File: src/rtl/conv_pool_relu.sv
// conv_pool_relu: reads conv partial sums, applies 2x2/stride-2 max pooling,
// ReLU, arithmetic right shift and unsigned saturation, then writes activations.
// Ports: clk, reset (sync active-low), start pulse; in_req/in_addr/in_data
// read side (1-cycle latency); out_req/out_addr/out_data write side;
// busy level and one-cycle finish pulse. All outputs are registered.
module conv_pool_relu #(
    parameter int DATA_WIDTH     = 20,
    parameter int IN_ADDR_WIDTH  = 10,
    parameter int OUT_WIDTH      = 8,
    parameter int OUT_ADDR_WIDTH = 10,
    parameter int MAP_W          = 30,
    parameter int MAP_H          = 30,
    parameter int SHIFT          = 8
) (
    input  logic                      clk,
    input  logic                      reset,
    input  logic                      start,
    output logic                      in_req,
    output logic [IN_ADDR_WIDTH-1:0]  in_addr,
    input  logic [DATA_WIDTH-1:0]     in_data,
    output logic                      out_req,
    output logic [OUT_ADDR_WIDTH-1:0] out_addr,
    output logic [OUT_WIDTH-1:0]      out_data,
    output logic                      busy,
    output logic                      finish
);

    localparam int PW = MAP_W / 2;
    localparam int PH = MAP_H / 2;
    localparam int CW = (PW > 1) ? $clog2(PW) : 1;
    localparam int RW = (PH > 1) ? $clog2(PH) : 1;

    typedef enum logic [2:0] {
        S_IDLE,
        S_READ,
        S_WAIT,
        S_WRITE,
        S_DONE
    } state_e;

    state_e                    state_q;
    logic [RW-1:0]             r_q;
    logic [CW-1:0]             c_q;
    logic [1:0]                k_q;
    logic [DATA_WIDTH-1:0]     max_q;
    logic [DATA_WIDTH-1:0]     max_d;
    logic                      in_req_q;
    logic [IN_ADDR_WIDTH-1:0]  in_addr_q;
    logic                      out_req_q;
    logic [OUT_ADDR_WIDTH-1:0] out_addr_q;
    logic [OUT_WIDTH-1:0]      out_data_q;
    logic                      busy_q;
    logic                      finish_q;
    logic                      last_c;
    logic                      last_r;

    function automatic logic [IN_ADDR_WIDTH-1:0] rd_addr(
        input logic [RW-1:0] r,
        input logic [CW-1:0] c,
        input logic [1:0]    k
    );
        logic [31:0] a;
        a = 32'(r) * 32'(2 * MAP_W) + 32'(c) * 32'd2
          + (k[1] ? 32'(MAP_W) : 32'd0) + {31'd0, k[0]};
        return a[IN_ADDR_WIDTH-1:0];
    endfunction

    function automatic logic [OUT_ADDR_WIDTH-1:0] wr_addr(
        input logic [RW-1:0] r,
        input logic [CW-1:0] c
    );
        logic [31:0] a;
        a = 32'(r) * 32'(PW) + 32'(c);
        return a[OUT_ADDR_WIDTH-1:0];
    endfunction

    // Negative -> 0; the shift then acts on a non-negative value, so a
    // logical shift equals the arithmetic one.
    function automatic logic [OUT_WIDTH-1:0] relu_sat(
        input logic [DATA_WIDTH-1:0] m
    );
        logic [DATA_WIDTH-1:0] sh;
        sh = m >> SHIFT;
        if (m[DATA_WIDTH-1]) return '0;
        if ((sh >> OUT_WIDTH) != '0) return '1;
        return sh[OUT_WIDTH-1:0];
    endfunction

    // In READ with k=1 the first datum of the window arrives and loads
    // unconditionally; later data replace it only when strictly greater.
    always_comb begin
        max_d = max_q;
        if ((state_q == S_READ && k_q == 2'd1)
            || ($signed(in_data) > $signed(max_q)))
            max_d = in_data;
    end

    assign last_c = (c_q == CW'(PW - 1));
    assign last_r = (r_q == RW'(PH - 1));

    always_ff @(posedge clk) begin
        if (!reset) begin
            state_q    <= S_IDLE;
            r_q        <= '0;
            c_q        <= '0;
            k_q        <= '0;
            max_q      <= '0;
            in_req_q   <= 1'b0;
            in_addr_q  <= '0;
            out_req_q  <= 1'b0;
            out_addr_q <= '0;
            out_data_q <= '0;
            busy_q     <= 1'b0;
            finish_q   <= 1'b0;
        end else begin
            unique case (state_q)
                S_IDLE: begin
                    if (start) begin
                        state_q   <= S_READ;
                        r_q       <= '0;
                        c_q       <= '0;
                        k_q       <= '0;
                        in_req_q  <= 1'b1;
                        in_addr_q <= rd_addr('0, '0, 2'd0);
                        busy_q    <= 1'b1;
                    end
                end
                S_READ: begin
                    if (k_q != 2'd0) max_q <= max_d;
                    if (k_q == 2'd3) begin
                        state_q  <= S_WAIT;
                        k_q      <= '0;
                        in_req_q <= 1'b0;
                    end else begin
                        k_q       <= k_q + 2'd1;
                        in_addr_q <= rd_addr(r_q, c_q, k_q + 2'd1);
                    end
                end
                S_WAIT: begin
                    state_q    <= S_WRITE;
                    max_q      <= max_d;
                    out_req_q  <= 1'b1;
                    out_addr_q <= wr_addr(r_q, c_q);
                    out_data_q <= relu_sat(max_d);
                end
                S_WRITE: begin
                    out_req_q <= 1'b0;
                    if (last_c && last_r) begin
                        state_q  <= S_DONE;
                        busy_q   <= 1'b0;
                        finish_q <= 1'b1;
                    end else if (last_c) begin
                        state_q   <= S_READ;
                        c_q       <= '0;
                        r_q       <= r_q + RW'(1);
                        in_req_q  <= 1'b1;
                        in_addr_q <= rd_addr(r_q + RW'(1), '0, 2'd0);
                    end else begin
                        state_q   <= S_READ;
                        c_q       <= c_q + CW'(1);
                        in_req_q  <= 1'b1;
                        in_addr_q <= rd_addr(r_q, c_q + CW'(1), 2'd0);
                    end
                end
                S_DONE: begin
                    state_q  <= S_IDLE;
                    finish_q <= 1'b0;
                end
                default: state_q <= S_IDLE;
            endcase
        end
    end

    assign in_req   = in_req_q;
    assign in_addr  = in_addr_q;
    assign out_req  = out_req_q;
    assign out_addr = out_addr_q;
    assign out_data = out_data_q;
    assign busy     = busy_q;
    assign finish   = finish_q;

endmodule

File: config.mk
export PLATFORM = sky130hd
export DESIGN_NAME = conv_pool_relu
export DESIGN_NICKNAME = d
export VERILOG_FILES = /design/src/rtl/conv_pool_relu.sv
export SDC_FILE = /design/constraint.sdc
export NUM_CORES = 1
export LEC_CHECK = 0
export ABC_AREA = 1
export CAP_MARGIN = 40
export CORE_UTILIZATION = 25
export CTS_BUF_LIST = sky130_fd_sc_hd__clkbuf_4
export CTS_CLUSTER_DIAMETER = 40
export CTS_CLUSTER_SIZE = 10
export DETAILED_ROUTE_END_ITERATION = 16
export HOLD_SLACK_MARGIN = 0.08
export PLACE_DENSITY = 0.52
export SYNTH_ARGS = -nofsm -noshare
export SYNTH_HDL_FRONTEND = slang
export SYNTH_SLANG_ARGS = --single-unit
File: constraint.sdc
create_clock -name clk -period 3.91 [get_ports clk]
set_input_delay 0.782 -clock clk [delete_from_list [all_inputs] [get_ports clk]]
set_output_delay 0.782 -clock clk [all_outputs]
set_load 0.01 [all_outputs]
==> results.yml, run 1 <==
detailed_routing:
  drt_iter0_drc: 178
  drt-wirelength-per-cell_um: 12.0
  ant_nets: 0
  drcViolationCount: 0
  first_pass_iters: 4
  vias_per_cell: 4.31
  vias: 4256
  wirelength_um: 11800
yosys:
  synth_top_family_by_area: "adder cells"
  synth_area_um2: 4970
  synth_adder_area_share_pct: 24.4
  avgSynthCellArea_um2: 7.51
  synthMuxAreaShare_pct: 0
  synth-edff-count: 0
  ys_seq_area_share_pct: 25.8
  synth_cell_types: 44
  ys_warn_count: 0
  syn_inst: 662
  yosys_register_bits: 64
  synth_fp_nets: 771
  synthSimpleGateAreaFrac_pct: 20.7
  synth-compound-area-share_pct: 16.3
  synth_ff_type: "dfxtp_1"
  synth_xor_area_share_pct: 2.82
  ys_async_sr_fraction_pct: 0
placement:
  portBuffers: 53
  place_inst: 970
  post-place-ws_ps: 260
  place_congestion: 0.794
  dpl.hpwl_um: 9430
floorplanning:
  initial_core_util_pct: 25.5
  ioPinCount: 55
  fp.dieW_um: 143
  die_y_um: 143
  die_area_um2: 20500
  core_area_um2: 19500
  num_rows: 51
clocking:
  cts_buffers: 9
  post_cts_buffers: 0
  cts_tree: "done"
  cts-root-buf: "clkbuf_4"
  clk_pin_slew_ps: 120
  clock_path_buffers: 2
  cts_resized: 0
  h-tree-depth: 3
  clk_latency_ps: 440
  cts_sinks: 64
  cts.hold.buffers_added: 0
worst_setup_path:
  path_class: "reg -> reg"
  end_kind: "flop"
  reg2reg_from: "r_q[0]"
  crit_path_start_kind: "flop"
  crit_arrival_ps: 3950
  critical_path.endpoint: "in_addr[9]"
  path_max_fanout: 9
  rrSetupSlack_ps: 340
  r2r_cells: 15
  worstPathRequired_ps: 4290
  r2r_end: "in_addr[9]"
  startpoint: "r_q[0]"
finish:
  fin_cells: 987
  multi_input_area_um2: 3200
  regArea_um2: 1280
  nNetsFinal: 825
  synthToLayoutAreaGrowth_pct: 21.2
  drive_above_1_share_pct: 7.63
  final_util_pct: 31.0
  n_fill_cell: 2135
timing:
  hold_viol: 0
  final-setup-viol-count: 0
  setup_ws_ps: 337
  relSlewSlack_pct: 64.1
  tightest_slew_ps: 535
  max_freq_ghz: 0.280
  setup_tns_ps: 0
  worst_clock_skew_ps: 19.7
  final_max_slew_viol_count: 0
  finalCritPeriodShare_pct: 91.4
  period_needed_ps: 3570
  rsz0062_at_grt: "false"
grt:
  grt_antenna_before_repair: 1
  track_usage_pct: 12.5
  grt_pass1_wl_um: 19900
  grt.overflow.total: 0
  grt_max_degree: 36
  grt_pass1_vias: 4144
pwr:
  p_per_area_nw_per_um2: 400
  power.total_mw: 2.41
  power_leakage_nw: 2.84
  peakVddDrop_mv: 0.167
outcome:
  status: "finished, final reports clean"
hold_path:
  worstHoldPathType: "reg -> reg"
flow_run:
  maxCapViolations: 0
-- area by class of cell --
cell class                      instances  area share [%]
Multi-Input combinational cell        472            53.0
Sequential cell                        64            21.3
Timing Repair Buffer                   61            10.3
Inverter                              108            6.73
Tap cell                              265            5.50
Clock inverter                          7            1.97
Clock buffer                            9            1.12
Antenna cell                            1          0.0415
-- cells by family after synthesis --
logic type / after synthesis
fa+ha+maj: 86
compound gates: 142
buf+inv: 126
simple gates: 227
flops: 64
xor+xnor: 16
other cells: 1
-- layer usage --
layer  routed length [um]  track usage (%)  up-vias  part of all wire [%]
met5                    0                0        -                     0
met4                  166             3.90        0                   1.4
met3                  297             3.02       13                   2.5
met2                 5840             21.8       45                    49
met1                 5510             14.8     1926                    47
li1                     -                -     2272                     -
-- metrics by stage --
step                cell area, um^2  hold slack (ps)
floorplan                      4970              433
global placement               5810              445
detailed placement             5840              451
CTS                            6020              468
global route                   6030              480
finish                         6030              467
-- placed cells by master, fill, tap and decap left out, types with 4 or more instances in the layout --
master,n
ha_1,68
clkdlybuf4s50_1,53
nand2_2,7
nand2_1,124
nor3_1,4
xnor2_1,5
fa_1,18
clkbuf_4,9
nand4_1,12
dfxtp_1,63
a21oi_2,8
buf_4,6
o21ai_0,45
inv_1,106
or2_2,6
a211oi_1,4
xor2_1,11
nor2_1,34
a21oi_1,64
nand3_1,29
-- cells in the mapped netlist, types with 3 or more instances --
library cell | number | share of area (%)
nand2_2 | 7 | 0.88
inv_1 | 106 | 8.0
o21bai_1 | 3 | 0.45
a21oi_2 | 8 | 1.4
nand3_1 | 29 | 2.9
dfxtp_1 | 64 | 26
clkbuf_1 | 11 | 0.83
xor2_1 | 11 | 1.9
a31oi_1 | 3 | 0.38
a21oi_1 | 64 | 6.4
nand2_1 | 124 | 9.4
buf_2 | 3 | 0.30
ha_1 | 68 | 17
xnor2_1 | 5 | 0.88
or2_2 | 6 | 0.75
a211oi_1 | 4 | 0.60
nand4_1 | 12 | 1.5
nor2_1 | 34 | 2.6
o31ai_1 | 3 | 0.45
o21ai_0 | 45 | 4.5
nor3_1 | 4 | 0.40
fa_1 | 18 | 7.2
-- where the power goes --
group / leakage (nW) / internal, mW / switching (mW)
combinational: 2.23 / 0.416 / 0.617
sequential: 0.520 / 0.735 / 0.0484
clock: 0.0942 / 0.324 / 0.270
-- worst min path at each step --
stage / startpoint / to / cells past startpoint
global route: max_q[4] / max_q[4] / 2
detailed placement: max_q[6] / max_q[6] / 2
finish: max_q[7] / max_q[7] / 2
global placement: max_q[4] / max_q[4] / 2
CTS: max_q[6] / max_q[6] / 2
floorplan: max_q[1] / max_q[1] / 2
-- flip-flops by register name, summed over array words and instances (netlist names) --
name,cells
max_q,20
in_addr,10
out_addr,9
out_data,8
c_q,4
r_q,4
state_q,3
k_q,2
busy,1
finish,1
in_req,1
out_req,1
-- worst max-delay path, stage by stage, from the launching register on --
cell and delay (ps):
dfxtp_2 400, fa_1 570, inv_1 90, fa_1 550, inv_1 80, fa_1 510
ha_1 340, inv_1 50, or2_2 300, nand2_1 80, nand3_1 80, o21ai_0 160
nand3_1 80, nand2_1 70, nand2_1 50, a21oi_1 110
(Power assumes the default switching activity.)
==> run 2, diff against run 1 <==
- CTS_BUF_LIST: sky130_fd_sc_hd__clkbuf_4 -> unset
==> run 2 against run 1 <==
  * First-iteration DRC count grew 11%
  * Flip-flop and latch count is the same
  * Global-route usage grew 0.11 points
  * Sequential power is essentially flat
  * Register-to-register slack is essentially flat
  * Total power grew 15%
  * Non-clock buffer count is the same
  * Clock skew shrank 12 ps
  * Cell count shrank 0.10%
  * Die area is the same
  * Wire length grew 1.6%
  * Worst hold slack lost 9.4 ps
  * Critical endpoint unchanged
  * Largest cell class unchanged
==> results.yml, run 2 (same netlist as run 1, synthesis figures left out) <==
clocking:
  h-tree-depth: 3
  cts_sinks: 64
  cts-root-buf: "clkbuf_16"
  clock_path_buffers: 2
  clk_pin_slew_ps: 60
  post_cts_buffers: 0
  cts.hold.buffers_added: 0
  cts_tree: "done"
  cts_buffers: 9
  cts_resized: 0
  clk_latency_ps: 340
detailed_routing:
  drt-wirelength-per-cell_um: 12.2
  first_pass_iters: 4
  drt_iter0_drc: 198
  vias_per_cell: 4.33
  ant_nets: 0
  drcViolationCount: 0
  vias: 4274
  wirelength_um: 12000
timing:
  relSlewSlack_pct: 64.7
  rsz0062_at_grt: "false"
  max_freq_ghz: 0.279
  fin_hold_ws_ps: 457
  final-setup-viol-count: 0
  period_needed_ps: 3590
  worst_clock_skew_ps: 7.30
  finalCritPeriodShare_pct: 91.7
  hold_viol: 0
  final_max_slew_viol_count: 0
  setup_tns_ps: 0
  tightest_slew_ps: 526
pwr:
  p_per_area_nw_per_um2: 449
  power_leakage_nw: 2.92
  combPwrFrac_pct: 37.3
  power_frac_clock_pct: 34.4
  p_int_mw: 1.80
  switching_power_mw: 0.983
  peakVddDrop_mv: 0.217
  p_seq_share_pct: 28.3
  power.total_mw: 2.78
  swShare_pct: 35.4
grt:
  grt.overflow.total: 0
  grt_max_degree: 36
  grt_antenna_before_repair: 0
  grt_pass1_wl_um: 20000
  grt_pass1_vias: 4145
  track_usage_pct: 12.6
floorplanning:
  initial_core_util_pct: 25.5
  die_area_um2: 20500
  fp.dieW_um: 143
  ioPinCount: 55
  core_area_um2: 19500
  num_rows: 51
  die_y_um: 143
worst_setup_path:
  r2r_cells: 15
  worstPathRequired_ps: 4190
  path_max_fanout: 9
  end_kind: "flop"
  crit_path_start_kind: "flop"
  crit_arrival_ps: 3860
  path_class: "reg -> reg"
outcome:
  status: "finished, final reports clean"
hold_path:
  worstHoldPathType: "reg -> reg"
  hold_depth: 2
finish:
  nNetsFinal: 825
  final_util_pct: 31.8
  antenna_cells: 0
  drive_above_1_share_pct: 7.77
  synthToLayoutAreaGrowth_pct: 24.5
  layout_common_cells: "124 x nand2_1, 106 x inv_1, 68 x ha_1, 64 x a21oi_1, 63 x dfxtp_1"
  layout_commonest_cell: "nand2_1"
  fin_area_um2: 6190
  top_register: "max_q"
  largest_reg_flops: 20
placement:
  placed_cell_area_um2: 5840
  dpl.hpwl_um: 9430
  place_congestion: 0.794
  portBuffers: 53
flow_run:
  maxCapViolations: 0
==> run 2: cell type report <==
cell class,count,area [um^2]
Clock buffer,10,239
Clock inverter,6,115
Fill cell,2118,13300
Inverter,108,405
Multi-Input combinational cell,472,3200
Sequential cell,64,1280
Tap cell,265,332
Timing Repair Buffer,61,623
==> run 2: path summary, 6_finish.rpt <==
check	end	slack, ps	start
setup / recovery	in_addr[9]	320	r_q[0]
setup reg to reg	in_addr[9]	320	r_q[0]
hold reg to reg	max_q[7]	460	max_q[7]
hold / removal	max_q[7]	460	max_q[7]
==> run 2: routing by layer <==
layer,up-vias,global-route usage (%),part of all wire [%]
li1,2268,-,-
met5,-,0,0
met4,0,4.75,1.8
met3,12,2.72,2.6
met2,65,21.8,49
met1,1929,15.1,47
==> run 2: power groups by stage <==
stage / sequential, mW / clock (mW) / combinational (mW)
finish: 0.785 / 0.957 / 1.04
global route: 0.796 / 1.01 / 1.19
CTS: 0.786 / 0.985 / 1.05
detailed placement: 0.800 / 0 / 1.04
global placement: 0.799 / 0 / 1.04
floorplan: 0.808 / 0 / 0.732
==> run 2: worst max-delay path, stage by stage (launching register included) <==
cell and delay (ps):
dfxtp_2 380, fa_1 590, inv_1 90, fa_1 550, inv_1 70, fa_1 510
ha_1 330, inv_1 50, or2_2 300, nand2_1 80, nand3_1 80, o21ai_0 170
nand3_1 80, nand2_1 70, nand2_1 50, a21oi_1 110
==> run 2: per-stage QoR <==
stage          setup WS [ps]  instances
6_report                 324        986
2_1_floorplan            477        662
3_3_place_gp             285        969
3_5_place_dp             260        970
4_1_cts                  242        986
5_1_grt                  112        986
==> run 3, diff against run 2 <==
- CORE_MARGIN: unset -> 5
==> run 3 against run 2 <==
  * First-iteration DRC count shrank 20%
  * Clock power is 8.6% lower
  * Total power down 3.3%
  * Global-route usage shrank 1.3 points
  * Setup slack better by 0.61 ps
  * Critical path type unchanged
==> results.yml, run 3 (same netlist as run 1, synthesis figures left out) <==
grt:
  track_usage_pct: 11.3
  use_met1_pct: 13.6
  grt.overflow.total: 0
  grt_max_degree: 36
  grt_antenna_before_repair: 0
  met2_usage_pct: 19.7
  grt_pass1_wl_um: 20500
  grt_pass1_vias: 4164
  use_met3_pct: 3.26
  busiest_layer: "met2"
outcome:
  status: "finished, final reports clean"
clocking:
  cts.hold.buffers_added: 0
  clock_path_buffers: 2
  cts_buffers: 9
  cts-root-buf: "clkbuf_16"
  clk_pin_slew_ps: 60
  clk_latency_ps: 340
  h-tree-depth: 3
  cts_tree: "done"
  cts_sinks: 64
floorplanning:
  core_area_um2: 19500
  die_area_um2: 22800
  num_rows: 51
  initial_core_util_pct: 25.5
  fp.dieW_um: 151
  die_y_um: 151
  ioPinCount: 55
finish:
  top_register: "max_q"
  largest_reg_flops: 20
  drive_above_1_share_pct: 7.89
  layout_common_cells: "124 x nand2_1, 106 x inv_1, 68 x ha_1, 64 x a21oi_1, 63 x dfxtp_1"
  fin_area_um2: 6130
  layout_commonest_cell: "nand2_1"
  nNetsFinal: 826
  synthToLayoutAreaGrowth_pct: 23.3
  antenna_cells: 0
  n_fill_cell: 2160
timing:
  final-setup-viol-count: 0
  rsz0062_at_grt: "false"
  relSlewSlack_pct: 61.7
  hold_viol: 0
  setup_tns_ps: 0
  finalCritPeriodShare_pct: 91.7
  period_needed_ps: 3590
  max_freq_ghz: 0.279
  final_max_slew_viol_count: 0
  worst_clock_skew_ps: 9.34
  setup_ws_ps: 324
  tightest_slew_ps: 571
worst_setup_path:
  crit_path_cell_trace: "fa_1, inv_1, fa_1, inv_1, fa_1, ha_1, inv_1, or2_2, nand2_1, nand3_1, o21ai_0, nand3_1, nand2_1, nand2_1, a21oi_1"
  path_class: "reg -> reg"
  path_max_fanout: 9
  crit_slowest_cell: "fa_1"
  end_kind: "flop"
  crit_arrival_ps: 3850
  max_stage_delay_ps: 580
  worstPathRequired_ps: 4170
  crit_path_start_kind: "flop"
  rrSetupSlack_ps: 320
detailed_routing:
  ant_nets: 0
  drt-wirelength-per-cell_um: 12.3
  first_pass_iters: 4
  drt_iter0_drc: 158
  vias: 4234
  drcViolationCount: 0
  vias_per_cell: 4.29
  wirelength_um: 12200
pwr:
  power.total_mw: 2.69
  power_leakage_nw: 2.89
  p_per_area_nw_per_um2: 438
  peakVddDrop_mv: 0.255
hold_path:
  worstHoldPathType: "reg -> reg"
placement:
  portBuffers: 53
  place_congestion: 0.792
  placed_cell_area_um2: 5810
  post-place-ws_ps: 272
  dpl.hpwl_um: 9690
flow_run:
  maxCapViolations: 0
[run 3: timing repair]
action | in CTS | in global routing
buffers inserted | 0 | 0
endpoints found under the setup margin | 0 | 3
gates resized for setup | 0 | 1
[run 3: final timing paths]
check,startpoint,endpoint,cells after the start
worst max-delay path,r_q[0],in_addr[9],15
worst max register to register,r_q[0],in_addr[9],15
worst min register to register,max_q[5],max_q[5],2
worst min-delay path,max_q[5],max_q[5],2
[run 3: layout make-up]
class | count | area (um^2) | area share, %
Clock buffer | 9 | 225 | 3.67
Clock inverter | 7 | 93.8 | 1.53
Inverter | 108 | 405 | 6.61
Multi-Input combinational cell | 472 | 3200 | 52.1
Sequential cell | 64 | 1280 | 20.9
Tap cell | 265 | 332 | 5.41
Timing Repair Buffer | 62 | 598 | 9.75
[run 3: critical path: cells and delay by family (launching register included)]
kind            cells  cell delay (ps)
flops               1              380
buf+inv             3              220
simple gates        6              660
fa+ha+maj           4             1990
compound gates      2              280
[run 3: through the flow]
step	cells	utilization (%)	hold WS, ps
after CTS	987	31.4	460
after global placement	971	29.8	444
after floorplan	662	-	433
after global routing	987	31.4	477
final	987	31.4	455
after detailed placement	971	29.8	451
[run 3: metal layers]
layer	part of all wire, %	up-vias
li1	-	2273
met2	48	51
met5	0	-
met3	3.9	12
met4	1.6	0
met1	46	1898
[run 3: where the power goes]
| part | internal (mW) | switching, mW | total [mW] |
|---|---|---|---|
| registers | 0.736 | 0.0487 | 0.785 |
| clock network | 0.558 | 0.318 | 0.875 |
| logic | 0.413 | 0.614 | 1.03 |
